===== config.mk =====
export PLATFORM = sky130hd
export DESIGN_NAME = clock_time_counter_flat
export DESIGN_NICKNAME = d
export VERILOG_FILES = /design/src/rtl/clock_pkg.sv /design/src/rtl/clock_time_counter_if.sv /design/src/rtl/mod_counter.sv /design/src/rtl/clock_time_counter.sv /design/src/flat_wrapper.sv
export SDC_FILE = /design/constraint.sdc
export NUM_CORES = 1
export LEC_CHECK = 0
export BUFFER_PORTS_ARGS = -buffer_cell sky130_fd_sc_hd__buf_2
export CORE_UTILIZATION = 51
export CTS_CLUSTER_SIZE = 24
export DETAILED_ROUTE_END_ITERATION = 8
export PLACE_DENSITY_LB_ADDON = 0.25
export SYNTH_ARGS = -nofsm -noshare
export SYNTH_HDL_FRONTEND = slang
export SYNTH_SLANG_ARGS = --single-unit

===== constraint.sdc =====
create_clock -name clk -period 2 [get_ports clk]
set_clock_uncertainty 0.2 [all_clocks]
set_input_delay 0.3 -clock clk [delete_from_list [all_inputs] [get_ports clk]]
set_output_delay 0.3 -clock clk [all_outputs]
set_load 0.02 [all_outputs]

===== src/rtl/clock_pkg.sv =====
// Shared constants and types for the time-of-day counter.
package clock_pkg;

  localparam logic [1:0] MODE_RUN      = 2'd0;
  localparam logic [1:0] MODE_SET_HOUR = 2'd1;
  localparam logic [1:0] MODE_SET_MIN  = 2'd2;

  localparam int unsigned SEC_MOD_DEF  = 60;
  localparam int unsigned MIN_MOD_DEF  = 60;
  localparam int unsigned HOUR_MOD_DEF = 24;

  localparam int unsigned CNT_W = 6;

  typedef enum logic [1:0] {
    StRun     = MODE_RUN,
    StSetHour = MODE_SET_HOUR,
    StSetMin  = MODE_SET_MIN
  } mode_e;

  function automatic logic rise(logic cur, logic prev);
    return cur & ~prev;
  endfunction

endpackage


===== src/rtl/clock_time_counter_if.sv =====
// Button inputs and registered time/mode outputs of the clock counter.
interface clock_time_counter_if;
  import clock_pkg::*;

  logic             mode_btn;
  logic             inc_btn;
  logic [CNT_W-1:0] sec_bin;
  logic [CNT_W-1:0] min_bin;
  logic [CNT_W-1:0] hour_bin;
  logic [1:0]       mode;
  logic             sec_pulse;

  modport master (
    output mode_btn, inc_btn,
    input  sec_bin, min_bin, hour_bin, mode, sec_pulse
  );

  modport slave (
    input  mode_btn, inc_btn,
    output sec_bin, min_bin, hour_bin, mode, sec_pulse
  );

endinterface


===== src/rtl/mod_counter.sv =====
// Modulo-MOD counter with synchronous clear; wrap flags the MOD-1 -> 0 step.
module mod_counter #(
  parameter int unsigned MOD = 60,
  parameter int unsigned W   = 6
) (
  input  logic         clk,
  input  logic         rst_n,
  input  logic         clr,
  input  logic         en,
  output logic [W-1:0] q,
  output logic         wrap
);

  logic [W-1:0] q_d;

  assign wrap = en & (q == W'(MOD - 1));

  always_comb begin
    q_d = q;
    if (clr) begin
      q_d = '0;
    end else if (en) begin
      q_d = wrap ? '0 : q + W'(1);
    end
  end

  always_ff @(posedge clk or negedge rst_n) begin
    if (!rst_n) begin
      q <= '0;
    end else begin
      q <= q_d;
    end
  end

endmodule


===== src/rtl/clock_time_counter.sv =====
// Binary hh:mm:ss counter with 1 Hz prescaler and RUN/SET_HOUR/SET_MIN setting FSM.
module clock_time_counter
  import clock_pkg::*;
#(
  parameter int unsigned TICK_DIV = 100_000_000,
  parameter int unsigned SEC_MOD  = SEC_MOD_DEF,
  parameter int unsigned MIN_MOD  = MIN_MOD_DEF,
  parameter int unsigned HOUR_MOD = HOUR_MOD_DEF
) (
  input  logic                 clk,
  input  logic                 rst_n,
  clock_time_counter_if.slave  bus
);

  localparam int unsigned PW = (TICK_DIV > 2) ? $clog2(TICK_DIV) : 1;

  mode_e            state_q, state_d;
  logic             mode_q, inc_q;
  logic             mode_edge, inc_edge;
  logic             in_run, in_set_hour, in_set_min;
  logic [PW-1:0]    presc_q, presc_d;
  logic             sec_pulse_q;
  logic             tick;
  logic             sec_clr, sec_en, min_en, hour_en;
  logic             sec_wrap, min_wrap, unused_hour_wrap;
  logic [CNT_W-1:0] sec_q, min_q, hour_q;

  // History resets high so a button held through reset never looks like a press.
  always_ff @(posedge clk or negedge rst_n) begin
    if (!rst_n) begin
      mode_q <= 1'b1;
      inc_q  <= 1'b1;
    end else begin
      mode_q <= bus.mode_btn;
      inc_q  <= bus.inc_btn;
    end
  end

  assign mode_edge = rise(bus.mode_btn, mode_q);
  assign inc_edge  = rise(bus.inc_btn, inc_q);

  always_ff @(posedge clk or negedge rst_n) begin
    if (!rst_n) begin
      state_q <= StRun;
    end else begin
      state_q <= state_d;
    end
  end

  always_comb begin
    state_d = state_q;
    if (mode_edge) begin
      unique case (state_q)
        StRun:     state_d = StSetHour;
        StSetHour: state_d = StSetMin;
        StSetMin:  state_d = StRun;
        default:   state_d = StRun;
      endcase
    end
  end

  always_comb begin
    in_run      = 1'b0;
    in_set_hour = 1'b0;
    in_set_min  = 1'b0;
    unique case (state_q)
      StRun:     in_run      = 1'b1;
      StSetHour: in_set_hour = 1'b1;
      StSetMin:  in_set_min  = 1'b1;
      default:   in_run      = 1'b1;
    endcase
  end

  // Leaving RUN takes priority over a coincident tick: the time freezes and sec clears.
  assign tick = in_run & ~mode_edge & (presc_q == PW'(TICK_DIV - 1));

  always_comb begin
    presc_d = presc_q + PW'(1);
    if (!in_run || mode_edge || tick) begin
      presc_d = '0;
    end
  end

  always_ff @(posedge clk or negedge rst_n) begin
    if (!rst_n) begin
      presc_q     <= '0;
      sec_pulse_q <= 1'b0;
    end else begin
      presc_q     <= presc_d;
      sec_pulse_q <= tick;
    end
  end

  assign sec_clr = in_run & mode_edge;
  assign sec_en  = tick;
  assign min_en  = in_run ? sec_wrap : (in_set_min & inc_edge & ~mode_edge);
  assign hour_en = in_run ? min_wrap : (in_set_hour & inc_edge & ~mode_edge);

  mod_counter #(.MOD(SEC_MOD), .W(CNT_W)) u_sec (
    .clk   (clk),
    .rst_n (rst_n),
    .clr   (sec_clr),
    .en    (sec_en),
    .q     (sec_q),
    .wrap  (sec_wrap)
  );

  mod_counter #(.MOD(MIN_MOD), .W(CNT_W)) u_min (
    .clk   (clk),
    .rst_n (rst_n),
    .clr   (1'b0),
    .en    (min_en),
    .q     (min_q),
    .wrap  (min_wrap)
  );

  mod_counter #(.MOD(HOUR_MOD), .W(CNT_W)) u_hour (
    .clk   (clk),
    .rst_n (rst_n),
    .clr   (1'b0),
    .en    (hour_en),
    .q     (hour_q),
    .wrap  (unused_hour_wrap)
  );

  assign bus.sec_bin   = sec_q;
  assign bus.min_bin   = min_q;
  assign bus.hour_bin  = hour_q;
  assign bus.mode      = state_q;
  assign bus.sec_pulse = sec_pulse_q;

endmodule


===== src/flat_wrapper.sv =====
// flat-port wrapper written by rule: the top's interface ports become plain ports
module clock_time_counter_flat import clock_pkg::*;
#(
  parameter int unsigned TICK_DIV = 100_000_000,
  parameter int unsigned SEC_MOD  = SEC_MOD_DEF,
  parameter int unsigned MIN_MOD  = MIN_MOD_DEF,
  parameter int unsigned HOUR_MOD = HOUR_MOD_DEF
)
  (clk, rst_n, bus_mode_btn, bus_inc_btn, bus_sec_bin, bus_min_bin, bus_hour_bin, bus_mode, bus_sec_pulse);
  clock_time_counter_if bus_i ();
  input  logic clk;
  input  logic rst_n;
  input wire logic [$bits(bus_i.mode_btn)-1:0] bus_mode_btn;
  input wire logic [$bits(bus_i.inc_btn)-1:0] bus_inc_btn;
  output wire logic [$bits(bus_i.sec_bin)-1:0] bus_sec_bin;
  output wire logic [$bits(bus_i.min_bin)-1:0] bus_min_bin;
  output wire logic [$bits(bus_i.hour_bin)-1:0] bus_hour_bin;
  output wire logic [$bits(bus_i.mode)-1:0] bus_mode;
  output wire logic [$bits(bus_i.sec_pulse)-1:0] bus_sec_pulse;
  assign bus_i.mode_btn = bus_mode_btn;
  assign bus_i.inc_btn = bus_inc_btn;
  assign bus_sec_bin = bus_i.sec_bin;
  assign bus_min_bin = bus_i.min_bin;
  assign bus_hour_bin = bus_i.hour_bin;
  assign bus_mode = bus_i.mode;
  assign bus_sec_pulse = bus_i.sec_pulse;
  clock_time_counter #(.TICK_DIV(TICK_DIV), .SEC_MOD(SEC_MOD), .MIN_MOD(MIN_MOD), .HOUR_MOD(HOUR_MOD)) u_core (.clk(clk), .rst_n(rst_n), .bus(bus_i));
endmodule

==> results.md, run 1 <==
* Outcome: finished with violations
* Failing checks: setup timing
* Synth warn at 0
* Unrepaired setup endpoints after global routing: true
* Die Ht at 74.1 um
* Cell area after synthesis at 2650 um^2
* Synth area leaders: dfrtp_1, xor2_1, nor2_1, ha_1, nand3_1
* CTS Sinks at 50
* Utilization after layout at 78.5%
* Largest family of logic cells by synthesized area: simple AND/OR/NAND/NOR gates
* Fin cells at 435
* Pin count of the biggest net entering global routing at 28
* DR DRC count at 0
* Smallest hold slack at 304 ps
* Num rows at 25
* Post-synth EDFFs at 0
* Xor/xnor share of the synthesized area at 8.27%
* Area Overhead vs Synth at 43.8%
* Worst-margin pin slew at 609 ps
* Core Region at 4850 um^2
* Worst EP arrival at 2200 ps
* Rel. slew slack at 59.4%
* Ys flop type: dfrtp_1
* Fmax at 0.457 GHz
* Drt first-iter violations at 159
* WS Path Type: flip-flop to flip-flop
* Pins Over Slew Limit at 0
* Post-Syn Nets at 274
* Via count at 2463
* Layout net count at 379
* Root buf cell: clkbuf_8
* Pre-CTS setup slack at -142 ps
* Async SR Flop Fraction at 100%
* Worst-path fanout max at 4
* Vias in the first global route at 2296
* Die area at 5480 um^2
* Post-synth top area cell: dfrtp_1
* CP startpoint kind: flip-flop
* Clock Pin Slew Worst Setup and Hold Paths at 100 ps
* CTS tree: yes
* Final ANT Viol Nets at 0
* Remaining Overflow, GRT at 0
* P per Cell Area at 719 nW/um^2
* Clock buffer depth at 2
* Setup violations, final at 18
* GRT Total Usage at 26.0%
* R2r setup slk at -190 ps
* Post-Place Cells at 412
* Total negative slack at -1820 ps
* Max-Cap Viols at 0
* Detailed-route wire length at 7410 um
* Antenna violations before repair at 0
* Synth Instances at 262
* Final worst slack at -188 ps
* Post-synth top area share at 45.4%
* Mux cell area share after synthesis at 2.98%
* Flops & latches, synth at 50
* Max VDD drop at 532 uV
* Port bufs at 24
* Dpl hpwl at 4490 um
* CP Capture Type: flip-flop
* First-pass GRT wire length at 10600 um
* Pre-antenna DRT Iters at 4
* CTS Buf Count at 5
* Die width at 74.1 um
* Compound-Gate Fraction of Synth Area at 9.74%
* # diodes at 0
* Layout cell share with drive strength beyond 1 at 43.5%
* Synthesized-area fraction occupied by adder cells at 3.78%
* Vias per cell at 5.66
* Post-synthesis sequential area ratio at 47.4%
* Static leakage power at 1.74 nW
* Boundary pin count at 25
* Worst-Skew Late Latency at 310 ps
* Most frequent cells in the layout: buf_4, dfrtp_1, nor2_1
* Cell variety after synth at 51
* Final hold violations at 0
* H-tree lvl count at 2
* Placer congestion estimate at 0.878
* Initial Util at 54.6%
* WP data required at 2010 ps
* Post-synthesis simple-gate area fraction at 25.9%
* Wire length per cell at 17.0 um
* Hold Path Class: primary input to flip-flop
* Syn Area/Cell at 10.1 um^2
* Most common cell after layout, fill and taps aside: buf_4
* Final period util at 109%
* Crit path time final at 2190 ps
[metrics by stage]
step,power [mW],instance area [um^2]
after floorplan,1.63,2710
after global placement,1.93,3380
after detailed placement,1.95,3380
after CTS,2.67,3640
after global routing,2.86,3810
final,2.74,3810
[layout make-up]
class                           count  area, um^2
Clock buffer                        5        68.8
Inverter                            9        33.8
Timing Repair Buffer              103         748
Multi-Input combinational cell    198        1570
Clock inverter                      3        40.0
Tap cell                           67        83.8
Sequential cell                    50        1260
Fill cell                         287        1040
[cell usage after synthesis, types with 6 or more instances]
master	number
inv_1	9
nand2_1	18
mux2_2	6
nor2_1	35
xnor2_1	9
xor2_1	16
ha_1	8
o21ai_0	9
nand3_1	16
a21oi_1	6
nand4_1	11
dfrtp_1	48
[per-layer routing]
metal | vias up | part of all wire, % | track usage [%]
li1 | 1152 | - | -
met1 | 1212 | 42 | 34.9
met2 | 79 | 50 | 42.2
met3 | 20 | 5.1 | 4.74
met4 | 0 | 2.9 | 9.62
met5 | - | 0 | 0
[report_power, final]
group	internal, mW	switching [mW]	total, mW
Clock	0.369	0.350	0.719
Sequential	1.09	0.0764	1.17
Combinational	0.391	0.455	0.846
Total	1.85	0.882	2.74
[state kept, by name, indices dropped and copies added (netlist names)]
| name | cells |
|---|---|
| u_core.u_sec.q | 6 |
| u_core.mode_q | 1 |
| u_core.presc_q | 27 |
| u_core.u_min.q | 6 |
| u_core.inc_q | 1 |
| u_core.u_hour.q | 6 |
| u_core.bus.mode | 2 |
| u_core.bus.sec_pulse | 1 |
[kinds of logic after synthesis]
group,Yosys count
buffers and inverters,14
AO/OA/AOI/OAI,37
adder cells (fa/ha/maj),8
XOR/XNOR,25
multiplexers,7
flip-flops,50
AND/OR/NAND/NOR,121
[path summary, 6_finish.rpt]
path | startpoint | endpoint | cells past startpoint
setup / recovery | u_core.presc_q[9] | u_core.u_min.q[5] | 6
hold / removal | bus_mode_btn | u_core.u_sec.q[5] | 4
setup reg to reg | u_core.presc_q[9] | u_core.u_min.q[5] | 6
hold reg to reg | u_core.u_hour.q[2] | u_core.u_hour.q[2] | 1
max in group asynchronous | rst_n | u_core.presc_q[25] | 3
min in group asynchronous | rst_n | u_core.u_sec.q[2] | 2
[repair_timing]
action	4_1_cts	5_1_grt
pin swaps	11	12
hold endpoints to repair	25	0
hold buffers	3	0
setup buffers	5	8
endpoints found under the setup margin	17	43
gates resized for setup	16	23
[worst max-delay path, cell delays in order (launching register included)]
cell       delay (ps)
dfrtp_1           440
nand4bb_4         270
nor4_4            330
nand4_1           190
buf_4             210
a211o_1           250
a22o_1            200
No activity file was read; power rests on OpenSTA's default activity.
==> inputs of run 2 (changes only) <==
- BUFFER_PORTS_ARGS: -buffer_cell sky130_fd_sc_hd__buf_2 -> unset
- DONT_BUFFER_PORTS: unset -> 1
- SYNTH_HIERARCHICAL: unset -> 1
==> results.md, run 2 <==
* Root buf cell: clkbuf_8 (unchanged)
* Worst-path fanout max at 3 (was 4)
* Wire length per cell at 14.5 um (was 17.0 um)
* Placer congestion estimate at 0.801 (was 0.878)
* Die area at 5790 um^2 (was 5480 um^2)
* GRT Total Usage at 23.5% (was 26.0%)
* DR DRC count at 0 (unchanged)
* Boundary pin count at 25 (unchanged)
* Post-Place Cells at 404 (was 412)
* H-tree lvl count at 2 (unchanged)
* Post-synthesis sequential area ratio at 44.8% (was 47.4%)
* Outcome: finished with violations (unchanged)
* Pre-antenna DRT Iters at 5 (was 4)
* P per Cell Area at 641 nW/um^2 (was 719 nW/um^2)
* Worst-Skew Late Latency at 300 ps (was 310 ps)
* First-pass GRT wire length at 10800 um (was 10600 um)
* Cell Area, Placed at 3350 um^2 (was 3380 um^2)
* Clock buffer depth at 2 (unchanged)
* Max VDD drop at 504 uV (was 532 uV)
* Failing checks: setup timing (unchanged)
* Cell variety after synth at 47 (was 51)
* Area Overhead vs Synth at 31.5% (was 43.8%)
* Initial Util at 53.8% (was 54.6%)
* Flops & latches, synth at 50 (unchanged)
* CP Capture Type: flip-flop (unchanged)
* Final period util at 151% (was 109%)
* Via count at 2313 (was 2463)
* Syn Area/Cell at 10.2 um^2 (was 10.1 um^2)
* Fin cells at 429 (was 435)
* Synth area leaders: dfrtp_1, xor2_1, nor2_1, ha_1, nand2_1 (was dfrtp_1, xor2_1, nor2_1, ha_1, nand3_1)
* Most common cell after layout, fill and taps aside: buf_4 (unchanged)
* WP data required at 2030 ps (was 2010 ps)
* Unrepaired setup endpoints after global routing: true (unchanged)
* Vias in the first global route at 2393 (was 2296)
* Pin count of the biggest net entering global routing at 51 (was 28)
* Static leakage power at 1.64 nW (was 1.74 nW)
* Hold Path Class: primary input to flip-flop (unchanged)
* Drt first-iter violations at 165 (was 159)
* Layout cell share with drive strength beyond 1 at 34.3% (was 43.5%)
* Cell area after synthesis at 2800 um^2 (was 2650 um^2)
* Pins Over Slew Limit at 0 (unchanged)
* Worst-margin pin slew at 525 ps (was 609 ps)
* Layout net count at 370 (was 379)
* Layout filler cell count at 388 (was 287)
* CP startpoint kind: flip-flop (unchanged)
* CTS Buf Count at 5 (unchanged)
* Max reg flops at 27 (unchanged)
* Most flop-heavy register: u_core/presc_q (was u_core.presc_q)
* CTS tree: yes (unchanged)
* Final worst slack at -1020 ps (was -188 ps)
* Antenna violations before repair at 0 (unchanged)
* CTS Sinks at 50 (unchanged)
* Setup violations, final at 15 (was 18)
* Max-Cap Viols at 0 (unchanged)
* Final hold violations at 0 (unchanged)
* Vias per cell at 5.39 (was 5.66)
* Core Region at 5200 um^2 (was 4850 um^2)
* Port bufs at 0 (was 24)
* Most frequent cells in the layout: buf_4, dfrtp_1, nor2_1 (unchanged)
* Synth Instances at 274 (was 262)
* Clock Pin Slew Worst Setup and Hold Paths at 90 ps (was 100 ps)
* Dpl hpwl at 4230 um (was 4490 um)
* Num rows at 26 (was 25)
* Final ANT Viol Nets at 0 (unchanged)
* Cell with the most instances after synthesis: dfrtp_1 (unchanged)
* Die width at 76.1 um (was 74.1 um)
* Fmax at 0.332 GHz (was 0.457 GHz)
* Post-synth EDFFs at 0 (unchanged)
* Async SR Flop Fraction at 100% (unchanged)
* Remaining Overflow, GRT at 0 (unchanged)
* Post-synth top cells: dfrtp_1, nor2_1, nand2_1, nand3_1, a21oi_1 (was dfrtp_1, nor2_1, nand2_1, nand3_1, xor2_1)
* Rel. slew slack at 64.9% (was 59.4%)
* Worst EP arrival at 3040 ps (was 2200 ps)
* WS Path Type: flip-flop to flip-flop (unchanged)
* Post-synth top area cell: dfrtp_1 (unchanged)
* Detailed-route wire length at 6220 um (was 7410 um)
* Die Ht at 76.1 um (was 74.1 um)
* # diodes at 0 (unchanged)
* Synth warn at 6 (was 0)
* Crit path time final at 3020 ps (was 2190 ps)
* Post-synth top area share at 42.9% (was 45.4%)
* Ys flop type: dfrtp_1 (unchanged)
* Post-route cell area at 3680 um^2 (was 3810 um^2)
[run 2: cell count changes in the layout (fill, tap and decap cells not counted), moves of 4 or more]
cell / delta
nand2_1: +11
inv_1: -4
a21oi_1: +7
buf_4: -8
nor2_1: -6
nand3_1: +4
conb_1: +13
mux2_4: -7
buf_2: -24
nor2_2: +9
[run 2: path summary, 6_finish.rpt]
check	start	end	slack (ps)	depth (start not counted)
worst max-delay path	u_core/bus.mode[1]	u_core/u_hour/q[4]	-1020	16
min in group asynchronous	rst_n	u_core/bus.sec_pulse	310	2
worst min register to register	u_core/presc_q[0]	u_core/presc_q[0]	350	2
worst max register to register	u_core/bus.mode[1]	u_core/u_hour/q[4]	-1020	16
worst min-delay path	bus_mode_btn	u_core/bus.mode[1]	110	3
max in group asynchronous	rst_n	u_core/inc_q	1020	2
[run 2: layout make-up]
cell class	instances	area, um^2	area share (%)
Tap cell	70	87.6	2.38
Inverter	5	18.8	0.509
Multi-Input combinational cell	224	1640	44.4
Clock inverter	1	5.00	0.136
Timing Repair Buffer	72	596	16.2
Sequential cell	50	1260	34.1
Clock buffer	7	86.3	2.34
[run 2: cells by family after synthesis]
| family | count (synthesis) | share of synthesized area (%) |
|---|---|---|
| AOI/OAI and AO/OA | 36 | 8.04 |
| other | 1 | 0.134 |
| adders and majority gates | 8 | 3.57 |
| xor gates and xnor gates | 23 | 7.19 |
| muxes | 3 | 1.07 |
| DFF | 50 | 44.8 |
| and+or+nand+nor | 141 | 32.3 |
| buffers and inverters | 12 | 2.95 |
[run 2: repair_timing]
action | in CTS | in global routing
hold buffers | 4 | 0
endpoints found under the hold margin | 52 | 0
resized for setup | 2 | 12
buffers inserted | 3 | 13
endpoints found under the setup margin | 34 | 19
pin swaps | 1 | 13
[run 2: stage by stage]
stage          hold slack, ps  TNS, ps  setup WS, ps  power, mW  util (%)
6_report                  114    -9110         -1020       2.36      70.8
5_1_grt                   163   -11510         -1210       2.49      70.8
4_1_cts                  91.5    -7970         -1010       2.37      68.1
3_5_place_dp             -195    -9600         -1040       1.66      64.4
3_3_place_gp             -195    -7950          -887       1.65      64.4
2_1_floorplan            -196    -9690         -1390       1.53         -
[run 2: where the power goes]
group	switching (mW)	total [mW]	internal (mW)
registers	0.0320	1.09	1.06
logic	0.366	0.661	0.295
clock network	0.326	0.606	0.280
[run 2: critical path, cell delays in order, from the launching register on]
cell and delay, ps:
dfrtp_2 410, inv_2 80, ha_4 200, or2b_4 260, nor3_4 200, nand3b_1 120, nor2_1 90, inv_1 50
o22ai_2 160, nand3b_1 120, nor2_1 100, inv_1 80, o22ai_4 160, buf_4 150, nand3_4 70, or3b_1 360
a21oi_1 120
[run 2: layer usage]
| metal | GRT usage, % | routed length, um | vias to the layer above |
|---|---|---|---|
| met3 | 5.87 | 257 | 16 |
| met2 | 39.0 | 3080 | 58 |
| met5 | 0 | 0 | - |
| met4 | 8.85 | 146 | 0 |
| met1 | 29.5 | 2730 | 1111 |
| li1 | - | - | 1128 |
